## src/rtl/vc_board_pkg.sv

```systemverilog
// Board-level constants shared by the switch conditioning path and later board-side blocks.
// Constants only; no logic, latency or backpressure.
package vc_board_pkg;

  localparam int VC_SW_WIDTH     = 8;
  localparam int VC_SYNC_STAGES  = 2;
  localparam int VC_DEB_PRESCALE = 50000;
  localparam int VC_DEB_STABLE   = 4;

endpackage

```

## src/rtl/vc_debounce_bit.sv

```systemverilog
// One switch bit: sync chain, stability counter, clean level and edge pulses.
// Latency SYNC_STAGES plus STABLE sample strobes to accept a level; no backpressure.
module vc_debounce_bit
  import vc_board_pkg::*;
#(
  parameter int SYNC_STAGES = VC_SYNC_STAGES,
  parameter int STABLE      = VC_DEB_STABLE
) (
  input  logic clk,
  input  logic rst_n,
  input  logic sample,
  input  logic sw_in,
  output logic sw_out,
  output logic rise,
  output logic fall
);

  localparam int CW = $clog2(STABLE + 1);
  localparam logic [CW-1:0] CNT_LAST = CW'(STABLE - 1);

  logic [SYNC_STAGES-1:0] sync_q, sync_d;
  logic [CW-1:0]          cnt_q, cnt_d;
  logic                   level_q, level_d;
  logic                   rise_q, rise_d;
  logic                   fall_q, fall_d;
  logic                   s;

  // Only the last sync stage feeds any decision logic.
  assign s = sync_q[SYNC_STAGES-1];

  always_comb begin
    sync_d  = {sync_q[SYNC_STAGES-2:0], sw_in};
    cnt_d   = cnt_q;
    level_d = level_q;
    rise_d  = 1'b0;
    fall_d  = 1'b0;
    if (sample) begin
      if (s == level_q) begin
        cnt_d = '0;
      end else if (cnt_q == CNT_LAST) begin
        level_d = s;
        cnt_d   = '0;
        rise_d  = s;
        fall_d  = ~s;
      end else begin
        cnt_d = cnt_q + CW'(1);
      end
    end
  end

  always_ff @(posedge clk or negedge rst_n) begin
    if (!rst_n) begin
      sync_q  <= '0;
      cnt_q   <= '0;
      level_q <= 1'b0;
      rise_q  <= 1'b0;
      fall_q  <= 1'b0;
    end else begin
      sync_q  <= sync_d;
      cnt_q   <= cnt_d;
      level_q <= level_d;
      rise_q  <= rise_d;
      fall_q  <= fall_d;
    end
  end

  assign sw_out = level_q;
  assign rise   = rise_q;
  assign fall   = fall_q;

endmodule

```

## src/rtl/vc_switch_debounce.sv

```systemverilog
// Synchronise and debounce raw switch levels; shared prescaler drives all bits.
// Latency SYNC_STAGES+1 .. SYNC_STAGES+STABLE*PRESCALE+1 cycles; ena=0 freezes everything.
module vc_switch_debounce
  import vc_board_pkg::*;
#(
  parameter int WIDTH       = VC_SW_WIDTH,
  parameter int SYNC_STAGES = VC_SYNC_STAGES,
  parameter int PRESCALE    = VC_DEB_PRESCALE,
  parameter int STABLE      = VC_DEB_STABLE
) (
  input  logic             clk,
  input  logic             rst_n,
  input  logic             ena,
  input  logic [WIDTH-1:0] sw_in,
  output logic [WIDTH-1:0] sw_out,
  output logic [WIDTH-1:0] rise,
  output logic [WIDTH-1:0] fall,
  output logic             tick
);

  localparam int PW = $clog2(PRESCALE);
  localparam logic [PW-1:0] PRE_LAST = PW'(PRESCALE - 1);

  logic [PW-1:0] pre_q, pre_d;
  logic          tick_q, tick_d;

  // The sample strobe and the exported tick share one edge, so sw_out moves in the tick cycle.
  always_comb begin
    pre_d  = pre_q;
    tick_d = 1'b0;
    if (ena) begin
      if (pre_q == PRE_LAST) begin
        pre_d  = '0;
        tick_d = 1'b1;
      end else begin
        pre_d = pre_q + PW'(1);
      end
    end
  end

  always_ff @(posedge clk or negedge rst_n) begin
    if (!rst_n) begin
      pre_q  <= '0;
      tick_q <= 1'b0;
    end else begin
      pre_q  <= pre_d;
      tick_q <= tick_d;
    end
  end

  assign tick = tick_q;

  for (genvar i = 0; i < WIDTH; i++) begin : g_bit
    vc_debounce_bit #(
      .SYNC_STAGES (SYNC_STAGES),
      .STABLE      (STABLE)
    ) u_bit (
      .clk    (clk),
      .rst_n  (rst_n),
      .sample (tick_d),
      .sw_in  (sw_in[i]),
      .sw_out (sw_out[i]),
      .rise   (rise[i]),
      .fall   (fall[i])
    );
  end

endmodule

```

## config.mk

```make
export PLATFORM = sky130hd
export DESIGN_NAME = vc_switch_debounce
export DESIGN_NICKNAME = d
export VERILOG_FILES = /design/src/rtl/vc_board_pkg.sv /design/src/rtl/vc_debounce_bit.sv /design/src/rtl/vc_switch_debounce.sv
export SDC_FILE = /design/constraint.sdc
export NUM_CORES = 1
export LEC_CHECK = 0
export ABC_AREA = 1
export BUFFER_PORTS_ARGS = -buffer_cell sky130_fd_sc_hd__buf_2
export CORE_MARGIN = 2
export CORE_UTILIZATION = 63
export DETAILED_ROUTE_END_ITERATION = 12
export PLACE_DENSITY_LB_ADDON = 0.25
export SLEW_MARGIN = 0
export SYNTH_ARGS = -nofsm -noshare
export SYNTH_HDL_FRONTEND = slang
export SYNTH_SLANG_ARGS = --single-unit
```

## constraint.sdc

```tcl
create_clock -name clk -period 3.9 [get_ports clk]
set_input_delay 0.39 -clock clk [delete_from_list [all_inputs] [get_ports clk]]
set_output_delay 0.39 -clock clk [all_outputs]
set_load 0.03 [all_outputs]
```

==> metrics, run 1 <==
post-synthesis area per instance 9.02 um2; Worst Tran Pin Value 981 ps; remaining design rule violation count 0; Cell Area, Synth 0.00383 mm2; TritonCTS clock tree yes; post-CTS repair timing setup buffer count 0; max frequency 442 MHz; relative slew slack 34.6%; share of the clock period used by the worst path 58.0%; adder and majority gate portion of the synthesized area 2.94%; post-synthesis share of cell area spent on and, or, nand and nor gates 25.9%; largest clock skew in the final design 14.5 ps; area fraction in compound gates after synthesis 3.20%; arrival time at the worst endpoint 2480 ps; pin count of the biggest net entering global routing 82; global-route wire length before repair 11300 um; antenna-violating nets left 0; critical path launch point type flip-flop; placeable core area 0.00589 mm2; detailed route wirelength on metal3 304 um; worst setup path class flip-flop to flip-flop; Min Clock Period, post-route 2260 ps; die height 82.0 um; max_cap viols 0; average detailed-routed wire length per instance 13.3 um; most frequent standard cell in the layout excluding fill and tap cells sky130_fd_sc_hd__dfrtp_1; final max-slew violation count 0; Die Footprint 0.00672 mm2; CP Data Required Time 4120 ps; highest signal layer in the routed design met4; dominant combinational cell family by area after synthesis simple AND/OR/NAND/NOR gates; Synth area leader sky130_fd_sc_hd__dfrtp_1; number of warnings issued by yosys 0; CP Max Fanout 20; clock latency at the later pin of the worst-skew pair 350 ps; most frequent cells in the layout 81 x sky130_fd_sc_hd__dfrtp_1, 76 x sky130_fd_sc_hd__nand2_1, 59 x sky130_fd_sc_hd__nor2_1; Pre-Repair DR Iteration Count 4; via count 2798; RSZ-0062 raised after global routing no; number of port buffers 35; largest buffer count on any clock path 2; met1 routed wirelength after detailed routing 3090 um; total number of clock tree sinks 81; final core area utilization 69.2%; final sum of negative setup slack 0 ps; top cells by area in the synthesized netlist sky130_fd_sc_hd__dfrtp_1 53%, sky130_fd_sc_hd__nand2_1 7.4%, sky130_fd_sc_hd__nor2_1 5.8%; flip-flop and latch count after synthesis 81; clk root buf sky130_fd_sc_hd__clkbuf_8; initial antenna violation count 0; post-synthesis cell type count 29; clock transition at the registers of the reported paths 90 ps; I/O pins 36; number of global-route vias before repair 2565; area share of the leading cell type in the synthesized netlist 52.9%; capturing element type of the critical path flip-flop; sequential fraction of the synthesis area 52.9%; routed via count divided by cell count 5.40; final setup fails 0; type of the worst min-delay path input pin to flip-flop; GRT Resource Usage Total 22.4%; mux share of post-synthesis cell area 0%; net count after synthesis 445; routability cong. 0.813; Final Hold Violating Endpoints 0; number of H-tree branching levels 3; xor/xnor share of the synthesized area 2.97%; leakage dissipation 0.00222 uW; FP Rows 28; initial standard-cell utilization of the core 65.1%; number of antenna cells inserted 0; synthesis-to-finish area growth 6.17%; half-perimeter wire length after detailed placement 4510 um; post-synthesis cell count 425; Die X-Extent 82.0 um; total power density per cell area 459 mW/mm2; leftover overflow at the end of global routing 0; cells resized by post-CTS repair 0; fraction of layout cells with a size suffix above 1 15.1%; CTS buffer count 9; maximum vdd drop 0.331 mV; Met2 Wirelength 3320 um; initial DRC count 232; WL final 6880 um; layout net count 458; total of hold buffers inserted after clock tree synthesis 0; outcome finished, final reports clean
per-layer routing:
| layer | track usage [%] | vias to the layer above |
|---|---|---|
| met5 | 0 | - |
| met4 | 8.00 | 0 |
| met3 | 6.15 | 19 |
| met2 | 36.4 | 79 |
| met1 | 28.8 | 1337 |
| li1 | - | 1363 |
kinds of logic after synthesis:
family	count (synthesis)
flip-flops	81
adder cells (fa/ha/maj)	9
buffers and inverters	86
AO/OA/AOI/OAI	23
XOR/XNOR	13
AND/OR/NAND/NOR	213
Yosys cell counts:
master,count
sky130_fd_sc_hd__nor2_1,59
sky130_fd_sc_hd__o21ai_0,2
sky130_fd_sc_hd__nand2_2,4
sky130_fd_sc_hd__o21ai_1,14
sky130_fd_sc_hd__inv_1,50
sky130_fd_sc_hd__nand4_1,28
sky130_fd_sc_hd__buf_12,1
sky130_fd_sc_hd__and3_2,1
sky130_fd_sc_hd__nor2_4,2
sky130_fd_sc_hd__nand3b_1,6
sky130_fd_sc_hd__nand2_4,1
sky130_fd_sc_hd__buf_2,3
sky130_fd_sc_hd__o21bai_1,2
sky130_fd_sc_hd__dfrtp_1,81
sky130_fd_sc_hd__nand3_1,27
sky130_fd_sc_hd__clkbuf_1,1
sky130_fd_sc_hd__xnor2_1,1
sky130_fd_sc_hd__nand4_2,1
sky130_fd_sc_hd__xor2_1,12
sky130_fd_sc_hd__nand3_2,2
sky130_fd_sc_hd__nor3_1,3
sky130_fd_sc_hd__inv_2,3
sky130_fd_sc_hd__buf_6,4
sky130_fd_sc_hd__nand2_1,76
sky130_fd_sc_hd__buf_4,24
sky130_fd_sc_hd__ha_1,9
sky130_fd_sc_hd__a21oi_1,4
sky130_fd_sc_hd__nor2_2,3
sky130_fd_sc_hd__o21a_1,1
sequential cells by signal (all words and copies together) (netlist names):
| name | cells |
|---|---|
| g_bit.u_bit.sw_out | 8 |
| g_bit.u_bit.cnt_q | 24 |
| pre_q | 16 |
| g_bit.u_bit.rise | 8 |
| g_bit.u_bit.fall | 8 |
| g_bit.u_bit.sync_q | 16 |
| tick | 1 |
critical path, stage by stage (launching register included):
cell and delay (ps):
sky130_fd_sc_hd__dfrtp_1 410, sky130_fd_sc_hd__ha_1 210, sky130_fd_sc_hd__nand2_2 90, sky130_fd_sc_hd__inv_2 60
sky130_fd_sc_hd__nand2_1 50, sky130_fd_sc_hd__nor2_2 110, sky130_fd_sc_hd__nand2_2 90, sky130_fd_sc_hd__nor2_4 430
sky130_fd_sc_hd__inv_1 430, sky130_fd_sc_hd__nand2_1 160, sky130_fd_sc_hd__o21ai_1 70
through the flow:
stage          std cells  total power [uW]  cell area (um2)  setup WS [ps]  hold WS (ps)
4_1_cts              518              1880             4070           1680           128
2_1_floorplan        425              1120             3830           2440          94.4
3_3_place_gp         502              1170             3840           1730           333
6_report             518              1870             4070           1640           139
3_5_place_dp         502              1180             3840           1630           341
5_1_grt              518              1950             4070           1490           126
power by group:
group / internal (uW) / switching [uW]
Combinational: 68.1 / 140
Clock: 397 / 301
Sequential: 893 / 69.6
worst paths after layout:
check | end | start | cells past startpoint | slack [ps]
setup / recovery | g_bit[1].u_bit.cnt_q[2]$_DFFE_PN0P_ | pre_q[0]$_DFFE_PN0P_ | 10 | 1640
setup reg to reg | g_bit[1].u_bit.cnt_q[2]$_DFFE_PN0P_ | pre_q[0]$_DFFE_PN0P_ | 10 | 1640
min in group asynchronous | pre_q[13]$_DFFE_PN0P_ | rst_n | 1 | 170
max in group asynchronous | g_bit[3].u_bit.sync_q[0]$_DFF_PN0_ | rst_n | 1 | 3070
hold reg to reg | g_bit[6].u_bit.sync_q[1]$_DFF_PN0_ | g_bit[6].u_bit.sync_q[0]$_DFF_PN0_ | 0 | 360
hold / removal | g_bit[6].u_bit.sync_q[0]$_DFF_PN0_ | sw_in[6] | 1 | 140
final cells by class:
type / instances / area (um2)
sequential: 81 / 2030
fill: 451 / 1820
multi-input combinational: 258 / 1340
inverter: 53 / 199
timing repair buffer: 35 / 178
clock buffer: 12 / 155
tap: 75 / 93.8
clock inverter: 4 / 73.8
(Power assumes the default switching activity.)
==> run 2: changes to the inputs <==
--- a/config.mk
+++ b/config.mk
@@ -5,10 +5,10 @@
 export SDC_FILE = /design/constraint.sdc
 export NUM_CORES = 1
 export LEC_CHECK = 0
-export ABC_AREA = 1
+export ABC_AREA = 0
 export BUFFER_PORTS_ARGS = -buffer_cell sky130_fd_sc_hd__buf_2
 export CORE_MARGIN = 2
-export CORE_UTILIZATION = 63
+export CORE_UTILIZATION = 52
 export DETAILED_ROUTE_END_ITERATION = 12
 export PLACE_DENSITY_LB_ADDON = 0.25
 export SLEW_MARGIN = 0
==> constraint.sdc (replaced) <==
create_clock -name clk -period 1.9 [get_ports clk]
set_input_delay 0.19 -clock clk [delete_from_list [all_inputs] [get_ports clk]]
set_output_delay 0.19 -clock clk [all_outputs]
set_load 0.03 [all_outputs]
==> run 2 against run 1 <==
  * Non-clock buffer count increased by 39
  * Cell area increased by 3.6%
  * Area after synthesis decreased by 7.6%
  * Global-route usage decreased by 5.1 points
  * The run now ends with setup timing left
  * Sequential share of layout area decreased by 1.7 points
  * Critical endpoint is now g_bit[7].u_bit.cnt_q[0]$_DFFE_PN0P_
  * Critical path depth decreased by 6
  * Maximum frequency increased by 18%
  * Highest routed layer unchanged
==> metrics, run 2 <==
number of H-tree branching levels 3 (unchanged); WL final 5870 um (was 6880 um); routability cong. 0.834 (was 0.813); top cells by area in the synthesized netlist sky130_fd_sc_hd__dfrtp_1 57%, sky130_fd_sc_hd__buf_4 5.5%, sky130_fd_sc_hd__nor3b_1 3.4% (was sky130_fd_sc_hd__dfrtp_1 53%, sky130_fd_sc_hd__nand2_1 7.4%, sky130_fd_sc_hd__nor2_1 5.8%); final instance area 0.00422 mm2 (was 0.00407 mm2); clock latency at the later pin of the worst-skew pair 340 ps (was 350 ps); CTS buffer count 9 (unchanged); area share of the leading cell type in the synthesized netlist 57.2% (was 52.9%); endpoint of the worst setup timing path g_bit[7].u_bit.cnt_q[0]$_DFFE_PN0P_ (was g_bit[1].u_bit.cnt_q[2]$_DFFE_PN0P_); post-synthesis cell type count 39 (was 29); CP Data Required Time 2130 ps (was 4120 ps); synthesis-to-finish area growth 19.1% (was 6.17%); final sum of negative setup slack -28.5 ps (was 0 ps); average detailed-routed wire length per instance 13.2 um (was 13.3 um); pin count of the biggest net entering global routing 45 (was 82); sequential fraction of the synthesis area 57.2% (was 52.9%); number of warnings issued by yosys 0 (unchanged); placed cell count 414 (was 502); maximum vdd drop 0.473 mV (was 0.331 mV); type of the worst min-delay path input pin to flip-flop (unchanged); Cell Area, Synth 0.00354 mm2 (was 0.00383 mm2); worst setup path class flip-flop to flip-flop (unchanged); critical path launch point type flip-flop (unchanged); reg-to-reg endpoint g_bit[7].u_bit.cnt_q[0]$_DFFE_PN0P_ (was g_bit[1].u_bit.cnt_q[2]$_DFFE_PN0P_); clk root buf sky130_fd_sc_hd__clkbuf_8 (unchanged); global-route wire length before repair 9960 um (was 11300 um); largest register by flop count g_bit.u_bit.cnt_q (unchanged); dpl cell area 0.00378 mm2 (was 0.00384 mm2); relative slew slack 61.6% (was 34.6%); CP Max Fanout 3 (was 20); depth of the most critical reg-to-reg path 4 (was 10); initial antenna violation count 0 (unchanged); Top Registers g_bit.u_bit.cnt_q x24, g_bit.u_bit.sync_q x16, pre_q x16 (unchanged); flip-flop and latch count after synthesis 81 (unchanged); Met2 Wirelength 2970 um (was 3320 um); final core area utilization 63.1% (was 69.2%); commonest cells in the synthesized netlist 81 x sky130_fd_sc_hd__dfrtp_1, 31 x sky130_fd_sc_hd__nand2_1, 26 x sky130_fd_sc_hd__buf_4 (was 81 x sky130_fd_sc_hd__dfrtp_1, 76 x sky130_fd_sc_hd__nand2_1, 59 x sky130_fd_sc_hd__nor2_1); Final Instance Count excl. Fillers 444 (was 518); half-perimeter wire length after detailed placement 3910 um (was 4510 um); remaining design rule violation count 0 (unchanged); final max-slew violation count 0 (unchanged); most frequent standard cell in the layout excluding fill and tap cells sky130_fd_sc_hd__dfrtp_1 (unchanged); leakage dissipation 0.00221 uW (was 0.00222 uW); die height 86.5 um (was 82.0 um); violated checks setup timing; number of global-route vias before repair 2245 (was 2565); placeable core area 0.00668 mm2 (was 0.00589 mm2); routed via count divided by cell count 5.02 (was 5.40); fraction of layout cells with a size suffix above 1 29.1% (was 15.1%); outcome finished, violations left (was finished, final reports clean); GRT Resource Usage Total 17.3% (was 22.4%); post-synthesis cell count 307 (was 425); share of the clock period used by the worst path 101% (was 58.0%); leftover overflow at the end of global routing 0 (unchanged); clock transition at the registers of the reported paths 80 ps (was 90 ps); predominant post-synthesis flop cell sky130_fd_sc_hd__dfrtp_1 (unchanged); library cell with the highest instance count after synthesis sky130_fd_sc_hd__dfrtp_1 (unchanged); Min Clock Period, post-route 1920 ps (was 2260 ps); antenna-violating nets left 0 (unchanged); Largest register FFs 24 (unchanged); largest clock skew in the final design 8.06 ps (was 14.5 ps); highest signal layer in the routed design met4 (unchanged); capturing element type of the critical path flip-flop (unchanged); net count after synthesis 327 (was 445); Pre-Repair DR Iteration Count 4 (unchanged); initial DRC count 86 (was 232); max frequency 520 MHz (was 442 MHz); count of filler cells inserted in the layout 535 (was 451); number of antenna cells inserted 0 (unchanged); post-synthesis area per instance 11.5 um2 (was 9.02 um2); via count 2227 (was 2798); beginning of the critical path pre_q[11]$_DFFE_PN0P_ (was pre_q[0]$_DFFE_PN0P_); I/O pins 36 (unchanged); total number of clock tree sinks 81 (unchanged); Setup WS post-layout -24.4 ps (was 1640 ps); number of enable-type register cells in the synthesized netlist 0 (unchanged); largest buffer count on any clock path 2 (unchanged); met1 routed wirelength after detailed routing 2680 um (was 3090 um); TritonCTS clock tree yes (unchanged); RSZ-0062 raised after global routing yes (was no); final setup fails 2 (was 0); detailed route wirelength on metal3 163 um (was 304 um); fraction of registers with async set or reset after synthesis 100% (unchanged); Reg2Reg Launch Point pre_q[11]$_DFFE_PN0P_ (was pre_q[0]$_DFFE_PN0P_); Die Footprint 0.00749 mm2 (was 0.00672 mm2); initial standard-cell utilization of the core 53.0% (was 65.1%); number of port buffers 35 (unchanged); Final Hold Violating Endpoints 0 (unchanged); Synth area leader sky130_fd_sc_hd__dfrtp_1 (unchanged); arrival time at the worst endpoint 2150 ps (was 2480 ps); Die X-Extent 86.5 um (was 82.0 um); worst setup timing slack at the placement stage -91.4 ps (was 1630 ps); most frequent cells in the layout 81 x sky130_fd_sc_hd__dfrtp_1, 34 x sky130_fd_sc_hd__buf_2, 26 x sky130_fd_sc_hd__nand2_1 (was 81 x sky130_fd_sc_hd__dfrtp_1, 76 x sky130_fd_sc_hd__nand2_1, 59 x sky130_fd_sc_hd__nor2_1); total power density per cell area 830 mW/mm2 (was 459 mW/mm2); layout net count 380 (was 458); Worst Tran Pin Value 576 ps (was 981 ps); FP Rows 30 (was 28); Worst R2R Setup Slack -20 ps (was 1640 ps); max_cap viols 0 (unchanged)
[run 2: cell count changes after synthesis, moves of 7 or more]
cell,before,now
sky130_fd_sc_hd__nor2b_1,0,8
sky130_fd_sc_hd__nor3b_1,0,16
sky130_fd_sc_hd__nand4_1,28,4
sky130_fd_sc_hd__o21ai_1,14,0
sky130_fd_sc_hd__nand3_1,27,19
sky130_fd_sc_hd__nor2_1,59,25
sky130_fd_sc_hd__o21a_1,1,8
sky130_fd_sc_hd__inv_1,50,7
sky130_fd_sc_hd__nand2_1,76,31
sky130_fd_sc_hd__xnor2_1,1,13
[run 2: cells by family (layout without fill, tap and decap cells)]
family                     Yosys count  after routing  synth area share (%)
and+or+nand+nor                    129            129                  20.4
muxes                                9              9                  3.14
adders and majority gates            9              9                  3.18
buffers and inverters               39             96                  7.53
xor gates and xnor gates            19             19                  4.70
DFF                                 81             81                  57.2
AOI/OAI and AO/OA                   21             21                  3.82
[run 2: how the worst min path moves through the flow]
stage / from / slack, ps / end / cells past startpoint
floorplan: rst_n / -110 / g_bit[0].u_bit.cnt_q[0]$_DFFE_PN0P_ / 0
global placement: rst_n / 220 / g_bit[3].u_bit.fall$_DFF_PN0_ / 1
detailed placement: rst_n / 230 / g_bit[3].u_bit.fall$_DFF_PN0_ / 1
CTS: ena / 150 / pre_q[1]$_DFFE_PN0P_ / 2
global route: ena / 170 / pre_q[1]$_DFFE_PN0P_ / 2
finish: ena / 160 / pre_q[1]$_DFFE_PN0P_ / 2
[run 2: area by class of cell]
cell class	instances	area, um2	area share (%)
sequential	81	2030	48.1
multi-input combinational	187	1310	31.0
timing repair buffer	74	541	12.8
clock buffer	11	141	3.35
tap	80	100	2.37
clock inverter	4	76.3	1.81
inverter	7	26.3	0.623
[run 2: critical path, cell delays in order, from the launching register on]
cell	delay [ps]
sky130_fd_sc_hd__dfrtp_1	400
sky130_fd_sc_hd__or4b_4	560
sky130_fd_sc_hd__or4_4	450
sky130_fd_sc_hd__or2_1	240
sky130_fd_sc_hd__a21o_1	170
[run 2: what timing repair did]
item                       in CTS  in global routing
cloned                          1                  0
hold endpoints to repair       51                  0
pin swaps                       4                  5
gates resized for setup        13                 12
hold buffers                    9                  0
setup buffers                   5                  2
setup endpoints to repair       6                 51
[run 2: layer usage]
metal,GRT usage [%],vias to the layer above
met2,28.3,31
met5,0,-
li1,-,1111
met3,4.57,6
met4,6.39,0
met1,22.1,1079
[run 2: power by group]
| part | switching, uW | internal (uW) |
|---|---|---|
| combinational | 164 | 144 |
| clock | 578 | 774 |
| sequential | 50.2 | 1790 |
[run 2: through the flow]
| stage | power, uW | hold slack, ps |
|---|---|---|
| after CTS | 3540 | 147 |
| after detailed placement | 2170 | 228 |
| after global placement | 2160 | 221 |
| final | 3500 | 160 |
| after global routing | 3660 | 170 |
| after floorplan | 2020 | -106 |
